`src/rtl/escalonador_colisao_if.sv`:
```
// Bus bundle for the collision sequencer: game-FSM start/done handshake plus
// the synchronous asteroid RAM read port.
//
// Handshake: `iniciar` is a request that is accepted only on a clock edge
// where the sequencer is idle (`ocupado`=0). Requests at any other time are
// dropped, never queued. `pronto` is a one-cycle completion strobe, and
// `colisao`/`colisao_idx` are valid from then until the next accepted
// request. The RAM port has no handshake: `ast_*` data returns exactly one
// cycle after `ast_addr` is presented.
interface escalonador_colisao_if #(
    parameter int W = 10,
    parameter int A = 3
);
    logic         iniciar;
    logic [W-1:0] tiro_x;
    logic [W-1:0] tiro_y;
    logic [A-1:0] ast_addr;
    logic [W-1:0] ast_x;
    logic [W-1:0] ast_y;
    logic         ast_ativo;
    logic         ocupado;
    logic         pronto;
    logic         colisao;
    logic [A-1:0] colisao_idx;

    modport slave (
        input  iniciar, tiro_x, tiro_y, ast_x, ast_y, ast_ativo,
        output ast_addr, ocupado, pronto, colisao, colisao_idx
    );

    modport master (
        output iniciar, tiro_x, tiro_y, ast_x, ast_y, ast_ativo,
        input  ast_addr, ocupado, pronto, colisao, colisao_idx
    );
endinterface

```
`src/rtl/escalonador_colisao.sv`:
```
// Walks the asteroid table and tests the latched shot against each slot's
// bounding box, using one shared (W+1)-bit comparator, one bound per cycle.
module escalonador_colisao #(
    parameter int W = 10,
    parameter int M = 8,
    parameter int A = 3,
    parameter int L = 16
) (
    input  logic                    clock,
    input  logic                    reset_n,
    escalonador_colisao_if.slave    bus,
    output logic [2:0]              estado_dbg
);

    typedef enum logic [2:0] {
        IDLE, FETCH, LOAD, CMP_XLO, CMP_XHI, CMP_YLO, CMP_YHI, DONE
    } estado_t;

    localparam logic [A-1:0] ULTIMO = A'(M - 1);
    localparam logic [W:0]   LADO   = (W + 1)'(L);

    estado_t      state_q, state_d;
    logic [A-1:0] i_q, i_d;
    logic [A-1:0] addr_q, addr_d;
    logic [W-1:0] tiro_x_q, tiro_x_d;
    logic [W-1:0] tiro_y_q, tiro_y_d;
    logic [W-1:0] ast_x_q, ast_x_d;
    logic [W-1:0] ast_y_q, ast_y_d;
    logic         colisao_q, colisao_d;
    logic [A-1:0] idx_q, idx_d;

    logic [W:0]   cmp_a, cmp_b;
    logic         cmp_ge;
    logic         pular;

    // Operand select for the shared comparator; upper bounds are formed at
    // W+1 bits so a box near the right/bottom edge never wraps around.
    always_comb begin
        cmp_a = {1'b0, tiro_x_q};
        cmp_b = {1'b0, ast_x_q};
        case (state_q)
            CMP_XHI: cmp_b = {1'b0, ast_x_q} + LADO;
            CMP_YLO: begin
                cmp_a = {1'b0, tiro_y_q};
                cmp_b = {1'b0, ast_y_q};
            end
            CMP_YHI: begin
                cmp_a = {1'b0, tiro_y_q};
                cmp_b = {1'b0, ast_y_q} + LADO;
            end
            default: ;
        endcase
    end

    assign cmp_ge = (cmp_a >= cmp_b);

    always_comb begin
        state_d   = state_q;
        i_d       = i_q;
        addr_d    = addr_q;
        tiro_x_d  = tiro_x_q;
        tiro_y_d  = tiro_y_q;
        ast_x_d   = ast_x_q;
        ast_y_d   = ast_y_q;
        colisao_d = colisao_q;
        idx_d     = idx_q;
        pular     = 1'b0;

        case (state_q)
            IDLE: begin
                if (bus.iniciar) begin
                    tiro_x_d  = bus.tiro_x;
                    tiro_y_d  = bus.tiro_y;
                    i_d       = '0;
                    addr_d    = '0;
                    colisao_d = 1'b0;
                    idx_d     = '0;
                    state_d   = FETCH;
                end
            end
            FETCH: state_d = LOAD;
            LOAD: begin
                ast_x_d = bus.ast_x;
                ast_y_d = bus.ast_y;
                if (bus.ast_ativo) state_d = CMP_XLO;
                else               pular   = 1'b1;
            end
            CMP_XLO: if (cmp_ge)  state_d = CMP_XHI; else pular = 1'b1;
            CMP_XHI: if (!cmp_ge) state_d = CMP_YLO; else pular = 1'b1;
            CMP_YLO: if (cmp_ge)  state_d = CMP_YHI; else pular = 1'b1;
            CMP_YHI: begin
                if (!cmp_ge) begin
                    colisao_d = 1'b1;
                    idx_d     = i_q;
                    state_d   = DONE;
                end else begin
                    pular = 1'b1;
                end
            end
            DONE:    state_d = IDLE;
            default: state_d = IDLE;
        endcase

        // The address register is loaded on entry to FETCH so it is already
        // on the RAM port for the whole FETCH cycle.
        if (pular) begin
            if (i_q == ULTIMO) begin
                state_d = DONE;
            end else begin
                i_d     = i_q + 1'b1;
                addr_d  = i_q + 1'b1;
                state_d = FETCH;
            end
        end
    end

    always_ff @(posedge clock) begin
        if (!reset_n) begin
            state_q   <= IDLE;
            i_q       <= '0;
            addr_q    <= '0;
            tiro_x_q  <= '0;
            tiro_y_q  <= '0;
            ast_x_q   <= '0;
            ast_y_q   <= '0;
            colisao_q <= 1'b0;
            idx_q     <= '0;
        end else begin
            state_q   <= state_d;
            i_q       <= i_d;
            addr_q    <= addr_d;
            tiro_x_q  <= tiro_x_d;
            tiro_y_q  <= tiro_y_d;
            ast_x_q   <= ast_x_d;
            ast_y_q   <= ast_y_d;
            colisao_q <= colisao_d;
            idx_q     <= idx_d;
        end
    end

    assign bus.ast_addr    = addr_q;
    assign bus.ocupado     = (state_q != IDLE);
    assign bus.pronto      = (state_q == DONE);
    assign bus.colisao     = colisao_q;
    assign bus.colisao_idx = idx_q;
    assign estado_dbg      = state_q;

endmodule

```
`src/flat_wrapper.sv`:
```
// flat-port wrapper written by rule: the top's interface ports become plain ports
module escalonador_colisao_flat 
#(
    parameter int W = 10,
    parameter int M = 8,
    parameter int A = 3,
    parameter int L = 16
)
  (clock, reset_n, estado_dbg, bus_iniciar, bus_tiro_x, bus_tiro_y, bus_ast_x, bus_ast_y, bus_ast_ativo, bus_ast_addr, bus_ocupado, bus_pronto, bus_colisao, bus_colisao_idx);
  escalonador_colisao_if #(.W(W), .A(A)) bus_i ();
  input  logic clock;
  input  logic reset_n;
  output logic [2:0] estado_dbg;
  input wire logic [$bits(bus_i.iniciar)-1:0] bus_iniciar;
  input wire logic [$bits(bus_i.tiro_x)-1:0] bus_tiro_x;
  input wire logic [$bits(bus_i.tiro_y)-1:0] bus_tiro_y;
  input wire logic [$bits(bus_i.ast_x)-1:0] bus_ast_x;
  input wire logic [$bits(bus_i.ast_y)-1:0] bus_ast_y;
  input wire logic [$bits(bus_i.ast_ativo)-1:0] bus_ast_ativo;
  output wire logic [$bits(bus_i.ast_addr)-1:0] bus_ast_addr;
  output wire logic [$bits(bus_i.ocupado)-1:0] bus_ocupado;
  output wire logic [$bits(bus_i.pronto)-1:0] bus_pronto;
  output wire logic [$bits(bus_i.colisao)-1:0] bus_colisao;
  output wire logic [$bits(bus_i.colisao_idx)-1:0] bus_colisao_idx;
  assign bus_i.iniciar = bus_iniciar;
  assign bus_i.tiro_x = bus_tiro_x;
  assign bus_i.tiro_y = bus_tiro_y;
  assign bus_i.ast_x = bus_ast_x;
  assign bus_i.ast_y = bus_ast_y;
  assign bus_i.ast_ativo = bus_ast_ativo;
  assign bus_ast_addr = bus_i.ast_addr;
  assign bus_ocupado = bus_i.ocupado;
  assign bus_pronto = bus_i.pronto;
  assign bus_colisao = bus_i.colisao;
  assign bus_colisao_idx = bus_i.colisao_idx;
  escalonador_colisao #(.W(W), .M(M), .A(A), .L(L)) u_core (.clock(clock), .reset_n(reset_n), .bus(bus_i), .estado_dbg(estado_dbg));
endmodule
```
`config.mk`:
```
export PLATFORM = sky130hd
export DESIGN_NAME = escalonador_colisao_flat
export DESIGN_NICKNAME = d
export VERILOG_FILES = /design/src/rtl/escalonador_colisao_if.sv /design/src/rtl/escalonador_colisao.sv /design/src/flat_wrapper.sv
export SDC_FILE = /design/constraint.sdc
export NUM_CORES = 1
export LEC_CHECK = 0
export ABC_AREA = 1
export CAP_MARGIN = 0
export CORE_MARGIN = 1
export CORE_UTILIZATION = 50
export CTS_BUF_LIST = sky130_fd_sc_hd__clkbuf_8
export DETAILED_ROUTE_END_ITERATION = 7
export DONT_BUFFER_PORTS = 1
export PLACE_DENSITY = 0.68
export SLEW_MARGIN = 20
export SYNTH_ARGS = -nofsm -noshare
export SYNTH_HDL_FRONTEND = slang
export SYNTH_SLANG_ARGS = --single-unit
```
`constraint.sdc`:
```
create_clock -name clock -period 2.81 [get_ports clock]
set_clock_uncertainty 0.05 [all_clocks]
set_input_delay 0.562 -clock clock [delete_from_list [all_inputs] [get_ports clock]]
set_output_delay 0.562 -clock clock [all_outputs]
set_load 0.02 [all_outputs]
```
## Yosys cells after proc, flatten, opt, wreduce, memory -nomap -nowiden

Index checks and enable logic that the tools add are counted.

| storage, ports and cells | value |
|---|---|
| flip-flop bits (word level) | 53 |
| input port bits | 44 |
| output and inout bits | 12 |

| operators by class | value |
|---|---|
| $add $sub $neg | 3 |
| $lt $le $gt $ge | 1 |
| eq/ne operators | 16 |
| mux-type cells | 29 |
| reduce and logical (&&, ||, !) cells | 9 |

Operator list:

| cell | count |
|---|---|
| $mux 3 | 18 |
| $pmux 11 s3 | 1 |
| $pmux 3 s8 | 1 |
| $add 10x5->11 const B | 2 |
| $eq 3x3->1 const B | 5 |
| $ge 10x11->1 | 1 |
| $mux 10 | 1 |
| $eq 3x2->1 const B | 2 |
| $ne 3x1->1 const B | 2 |
| $ne 3x2->1 const B | 2 |
| $ne 3x3->1 const B | 2 |
| $pmux 3 s2 | 1 |
| $reduce_and 6->1 | 1 |
| $reduce_or 2->1 | 3 |
| $mux 1 | 5 |
| $ne 2x2->1 const B | 2 |
| $add 3x1->3 const B | 1 |
| $eq 3x1->1 const B | 1 |
| $logic_not 3->1 | 1 |
| $pmux 1 s3 | 1 |
| $reduce_and 3->1 | 1 |
| $reduce_bool 3->1 | 1 |
| $pmux 1 s2 | 1 |
| $reduce_and 2->1 | 1 |
| $reduce_bool 2->1 | 1 |

## Logic depth before layout (Yosys ltp)

| logic depth | value |
|---|---|
| word-level depth | 8 |
| mapped depth | 25 |

## Least setup slack after synthesis

No wires, ideal clock.

| path | value |
|---|---|
| kind | reg-to-reg |
| start point | register u_core.state_q[0], in the netlist u_core.estado_dbg[0] |
| end point | register u_core.state_q[0], in the netlist u_core.estado_dbg[0] |
| library setup time | 0.128 ns |
| arrival | 3.046 ns |
| data required time | 2.632 ns |
| path slack | -0.413 ns |
| cell stages (with the launch flop) | 24 |
| clock period less this slack | 3.223 ns |
| cells stage by stage | dfxtp_1 inv_1 ha_1 buf_6 nand2_8 inv_1 nand2_1 nand2_1 ha_1 xnor2_1 o21ai_0 inv_1 ha_1 nand2_1 nor2_1 nand2_1 and2_0 nand2_1 nand3_1 nand2_2 buf_6 o211ai_1 a21oi_1 nor2_1 |

| on the way | value |
|---|---|
| longest elaborated chain between the ends | 8 |
| elaborated cells on any way between the ends | 26 |
| those cells by class | order compare: 1; eq/ne: 13; mux: 7; reduce/logical: 5 |

RTL lines:

| item | line | source |
|---|---|---|
| start, declared | escalonador_colisao.sv:22 | `estado_t state_q, state_d;` |
| start signal, assigned | escalonador_colisao.sv:129 | `state_q <= state_d;` |
| $eq 3x3->1 | escalonador_colisao.sv:41, escalonador_colisao.sv:69 |  |
| $reduce_or 2->1 (no source line) | -- |  |
| $mux 10 | escalonador_colisao.sv:41 | `case (state_q)` |
| $ge 10x11->1 | escalonador_colisao.sv:55 | `assign cmp_ge = (cmp_a >= cmp_b);` |
| $mux 1 (on tied branches) | -- |  |
| $pmux 1 s3 | escalonador_colisao.sv:69 | `case (state_q)` |
| $ne 3x3->1 (no source line) (tied with other cells) | -- |  |
| $reduce_and 6->1 (no source line) | -- |  |

Several ways; a longest one is shown, not always the timed one.
A chain may end at the register's enable or synchronous reset.

## Worst setup path after layout

| path | value |
|---|---|
| start point | register u_core.state_q[0], in the netlist u_core.estado_dbg[0] |
| end point | register u_core.i_q[1] |

| on the way | value |
|---|---|
| longest elaborated chain between the ends | 7 |
| elaborated cells on any way between the ends | 18 |
| those cells by class | order compare: 1; eq/ne: 5; mux: 8; reduce/logical: 4 |

RTL lines:

| item | line | source |
|---|---|---|
| $eq 3x3->1 | escalonador_colisao.sv:41, escalonador_colisao.sv:69 |  |
| $reduce_or 2->1 (no source line) | -- |  |
| $mux 10 | escalonador_colisao.sv:41 |  |
| $ge 10x11->1 | escalonador_colisao.sv:55 |  |
| $mux 1 (on tied branches) | -- |  |
| $pmux 1 s3 | escalonador_colisao.sv:69 |  |
| $mux 3 (*) | escalonador_colisao.sv:106 | `if (pular) begin` |
| end signal, assigned | escalonador_colisao.sv:130 | `i_q <= i_d;` |
| end, declared | escalonador_colisao.sv:23 | `logic [A-1:0] i_q, i_d;` |

Every way passes the cells marked *; elsewhere a longest branch is shown, timed or not.

==> results.txt <==
----------------------------------------------------
[Outcome]
  Result of the run ... complete, but fails checks
  Violated checks ... negative setup slack

[Global routing]
  Vias in the first global route ... 2540
  Aggregate global-route resource usage ... 24.0%
  Pin count of the biggest net entering global routing ... 46
  Number of antenna violations at the first check in global routing ... 0
  Global route total overflow ... 0
  Wire length of the first global-routing pass ... 11600 um

[Run]
  Count of max-cap constraint violations ... 0

[Power and ir drop]
  Total power density per cell area ... 1070 nW/um^2
  VDD IR max ... 0.492 mV
  Static leakage ... 0.00149 uW
  Total design power ... 3700 uW

[STA]
  Achievable frequency ... 339 MHz
  Unrepaired setup endpoints after global routing ... yes
  Setup TNS Final ... -1.47 ns
  Worst path setup slack after routing ... -0.143 ns
  Max_slew headroom ... 55.3%
  Slew at the pin with the worst max-slew slack ... 0.669 ns
  Pins over their slew limit ... 0
  Total setup violations reported at the end of the flow ... 13
  Hold violation count in the final report ... 0
  Final critical delay including setup and external delays ... 2.95 ns
  Period utilization ... 105%

[Logic synthesis]
  Multiplexer area fraction after synthesis ... 0%
  Cells after Synth ... 410
  Post-synthesis net count ... 471
  Yosys Warn Count ... 0
  Share of the synthesized netlist area taken by xor and xnor gates ... 0.614%
  Syn Std Cell Area ... 2850 um^2
  #FFs+latches synth ... 53
  Dominant combinational cell family by area after synthesis ... simple AND/OR/NAND/NOR gates
  Part of the Yosys area used for sequential elements ... 37.2%
  Fraction of the mapped netlist area in simple logic gates ... 27.4%
  Area fraction in compound gates after synthesis ... 18.4%
  Netlist cell types ... 31
  Synthesized-area fraction occupied by adder cells ... 7.46%
  Mean instance size in the synthesized netlist ... 6.96 um^2

[Finish]
  Leading cell types in the layout, fill and taps excluded ... 68 x sky130_fd_sc_hd__nor2_1, 58 x sky130_fd_sc_hd__nand2_1, 51 x sky130_fd_sc_hd__dfxtp_1, 50 x sky130_fd_sc_hd__o21ai_0, 36 x sky130_fd_sc_hd__buf_4
  Post-layout net count ... 499
  Finished Core Util ... 62.9%
  Proportion of layout cells with a drive suffix above 1 ... 21.2%
  Sequential cell area in the final layout ... 1070 um^2
  Fill cells ... 501
  N_diodes ... 0
  Commonest non-fill, non-tap cell in the layout ... sky130_fd_sc_hd__nor2_1
  Final design instance area without fill ... 3460 um^2
  Final std cells w/o fill ... 511
  Area growth from synthesis to layout ... 21.4%
  Total area of multi-input combinational cells ... 1700 um^2

[Min path]
  Startpoint of the tightest hold check path ... reset_n
  Count of cells along the worst hold path ... 2
  Worst hold path class ... in2reg
  Hold worst-path end ... u_core.bus.colisao$_SDFFE_PN0P_

[Place]
  Placed Instances ... 497
  Standard cell area after detailed placement ... 3180 um^2
  Sum of net half-perimeters after detailed placement ... 5010 um
  Port Buffer Count ... 0
  Placer congestion estimate ... 0.872

[Die]
  Floorplan core area ... 5510 um^2
  Die H ... 77.5 um
  Initial core utilization ... 51.8%
  Overall die area ... 6010 um^2
  Horiz. Die Dim ... 77.5 um
  Number of placement rows ... 27
  Number of primary I/O pins ... 56

[Worst setup path]
  Worst R2R Path Depth ... 21
  RR Endpoint ... u_core.i_q[1]$_SDFF_PN0_
  R2R Setup Slk ... -0.14 ns
  Required time of the critical path ... 3.01 ns
  Startpoint-to-endpoint class of the critical path ... reg2reg
  Endpoint class of the critical path ... register
  Startpoint kind of the worst setup timing path ... register
  Peak fanout along the critical path ... 8
  WP data arrival ... 3.15 ns
  Startpoint of the worst register-to-register path ... u_core.estado_dbg[0]$_SDFFE_PN0P_

[Detailed routing]
  Residual DRC count ... 0
  DR iter-0 viols ... 107
  WL per Instance ... 13.4 um
  Via count normalized by instance count ... 5.27
  Length of the first detailed-routing pass in iterations ... 5
  Detailed-route via count ... 2692
  Post-Route WL ... 6860 um
  Detail Route Antenna Nets ... 0

[Clocking]
  TritonCTS clock tree ... yes
  Number of buffers inserted for hold repair after clock tree synthesis ... 0
  # H-tree levels ... 2
  Worst-Skew Late Latency ... 0.32 ns
  Total clock buffers created by CTS ... 5
  CTS sink cnt ... 53
  Number of buffers on the longest clock path ... 2
  Reg clk slew, reported paths ... 0.11 ns
  Clk Tree Root Cell ... sky130_fd_sc_hd__clkbuf_8

----------------------------------------------------
worst max-delay path: stages, from the launching register on:
cell and delay, ns:
sky130_fd_sc_hd__dfxtp_4 0.37, sky130_fd_sc_hd__inv_4 0.06, sky130_fd_sc_hd__ha_4 0.17, sky130_fd_sc_hd__nand2_8 0.08, sky130_fd_sc_hd__o21a_1 0.21, sky130_fd_sc_hd__inv_2 0.10, sky130_fd_sc_hd__nand3_4 0.09, sky130_fd_sc_hd__nor2_4 0.11
sky130_fd_sc_hd__a21oi_2 0.06, sky130_fd_sc_hd__o211ai_1 0.15, sky130_fd_sc_hd__o21ai_1 0.09, sky130_fd_sc_hd__ha_1 0.30, sky130_fd_sc_hd__a21o_1 0.17, sky130_fd_sc_hd__nor2_1 0.08, sky130_fd_sc_hd__and2_1 0.14, sky130_fd_sc_hd__nand2_2 0.10
sky130_fd_sc_hd__nand2_4 0.09, sky130_fd_sc_hd__nand2_4 0.06, sky130_fd_sc_hd__nand2_8 0.10, sky130_fd_sc_hd__buf_6 0.10, sky130_fd_sc_hd__nand4_1 0.07, sky130_fd_sc_hd__a21oi_1 0.17
metrics by stage:
| step | setup slack [ns] | hold WS, ns |
|---|---|---|
| final | -0.143 | 0.294 |
| after global routing | -0.296 | 0.281 |
| after floorplan | -0.126 | 0.374 |
| after CTS | -0.119 | 0.287 |
| after global placement | -0.191 | 0.388 |
| after detailed placement | -0.229 | 0.394 |
Yosys cell counts, drive strengths merged:
cell type | number | share of area, %
nor2 | 74 | 9.9
nand2 | 71 | 11
o21ai | 55 | 9.6
dfxtp | 53 | 37
inv | 40 | 5.3
a21oi | 28 | 4.9
nand3 | 23 | 4.4
ha | 17 | 7.5
clkbuf | 13 | 1.7
buf | 8 | 2.0
nand4 | 7 | 1.5
a22oi | 5 | 1.3
o211ai | 3 | 0.79
a221oi | 2 | 0.61
nor3 | 2 | 0.35
or2 | 2 | 0.44
a21o | 1 | 0.26
a22o | 1 | 0.31
and2 | 1 | 0.22
o2111ai | 1 | 0.31
o21a | 1 | 0.26
xnor2 | 1 | 0.31
xor2 | 1 | 0.31
area by class of cell:
type | instances | share of cell area (%)
multi-input cells | 296 | 49.0
repair buffers | 42 | 10.3
clock inverters | 3 | 0.831
clock buffers | 5 | 1.99
flip-flops and latches | 53 | 30.9
inverters | 40 | 4.48
well taps | 72 | 2.60
report_power, final:
group | internal [uW] | switching, uW
clock | 187 | 274
combinational | 927 | 1210
sequential | 957 | 149
per-layer routing:
| layer | vias to the layer above | wire [um] | global-route usage (%) |
|---|---|---|---|
| li1 | 1405 | - | - |
| met2 | 47 | 3220 | 40.4 |
| met1 | 1231 | 3270 | 30.8 |
| met4 | 0 | 84 | 6.79 |
| met5 | - | 0 | 0 |
| met3 | 9 | 295 | 5.18 |
state kept, by name, summed over array words and instances, names as in the netlist:
register / cells
u_core.estado_dbg: 3
u_core.tiro_x_q: 10
u_core.bus.ast_addr: 3
u_core.ast_y_q: 10
u_core.ast_x_q: 10
u_core.tiro_y_q: 10
u_core.bus.colisao_idx: 3
u_core.i_q: 3
u_core.bus.colisao: 1
what timing repair did:
item,4_1_cts,5_1_grt
gates cloned,0,0
endpoints found under the hold margin,0,0
pin swaps,23,6
resized for setup,25,9
buffers inserted,5,1
setup endpoints to repair,13,13
cell families (layout without fill, tap and decap cells):
group                    count (synthesis)  after routing
AND/OR/NAND/NOR                        180            180
buffers and inverters                   61             90
XOR/XNOR                                 2              2
AO/OA/AOI/OAI                           97             97
flip-flops                              53             53
adder cells (fa/ha/maj)                 17             17
worst max path at each step:
stage | start | to | cells past startpoint
final | u_core.estado_dbg[0]$_SDFFE_PN0P_ | u_core.i_q[1]$_SDFF_PN0_ | 21
after global routing | u_core.estado_dbg[0]$_SDFFE_PN0P_ | u_core.i_q[1]$_SDFF_PN0_ | 21
after CTS | u_core.estado_dbg[0]$_SDFFE_PN0P_ | u_core.i_q[1]$_SDFF_PN0_ | 21
after detailed placement | u_core.estado_dbg[0]$_SDFFE_PN0P_ | u_core.i_q[1]$_SDFF_PN0_ | 21
after global placement | u_core.estado_dbg[0]$_SDFFE_PN0P_ | u_core.estado_dbg[1]$_SDFFE_PN0P_ | 21
after floorplan | u_core.estado_dbg[0]$_SDFFE_PN0P_ | u_core.estado_dbg[0]$_SDFFE_PN0P_ | 24
No activity file was read; power rests on OpenSTA's default activity.
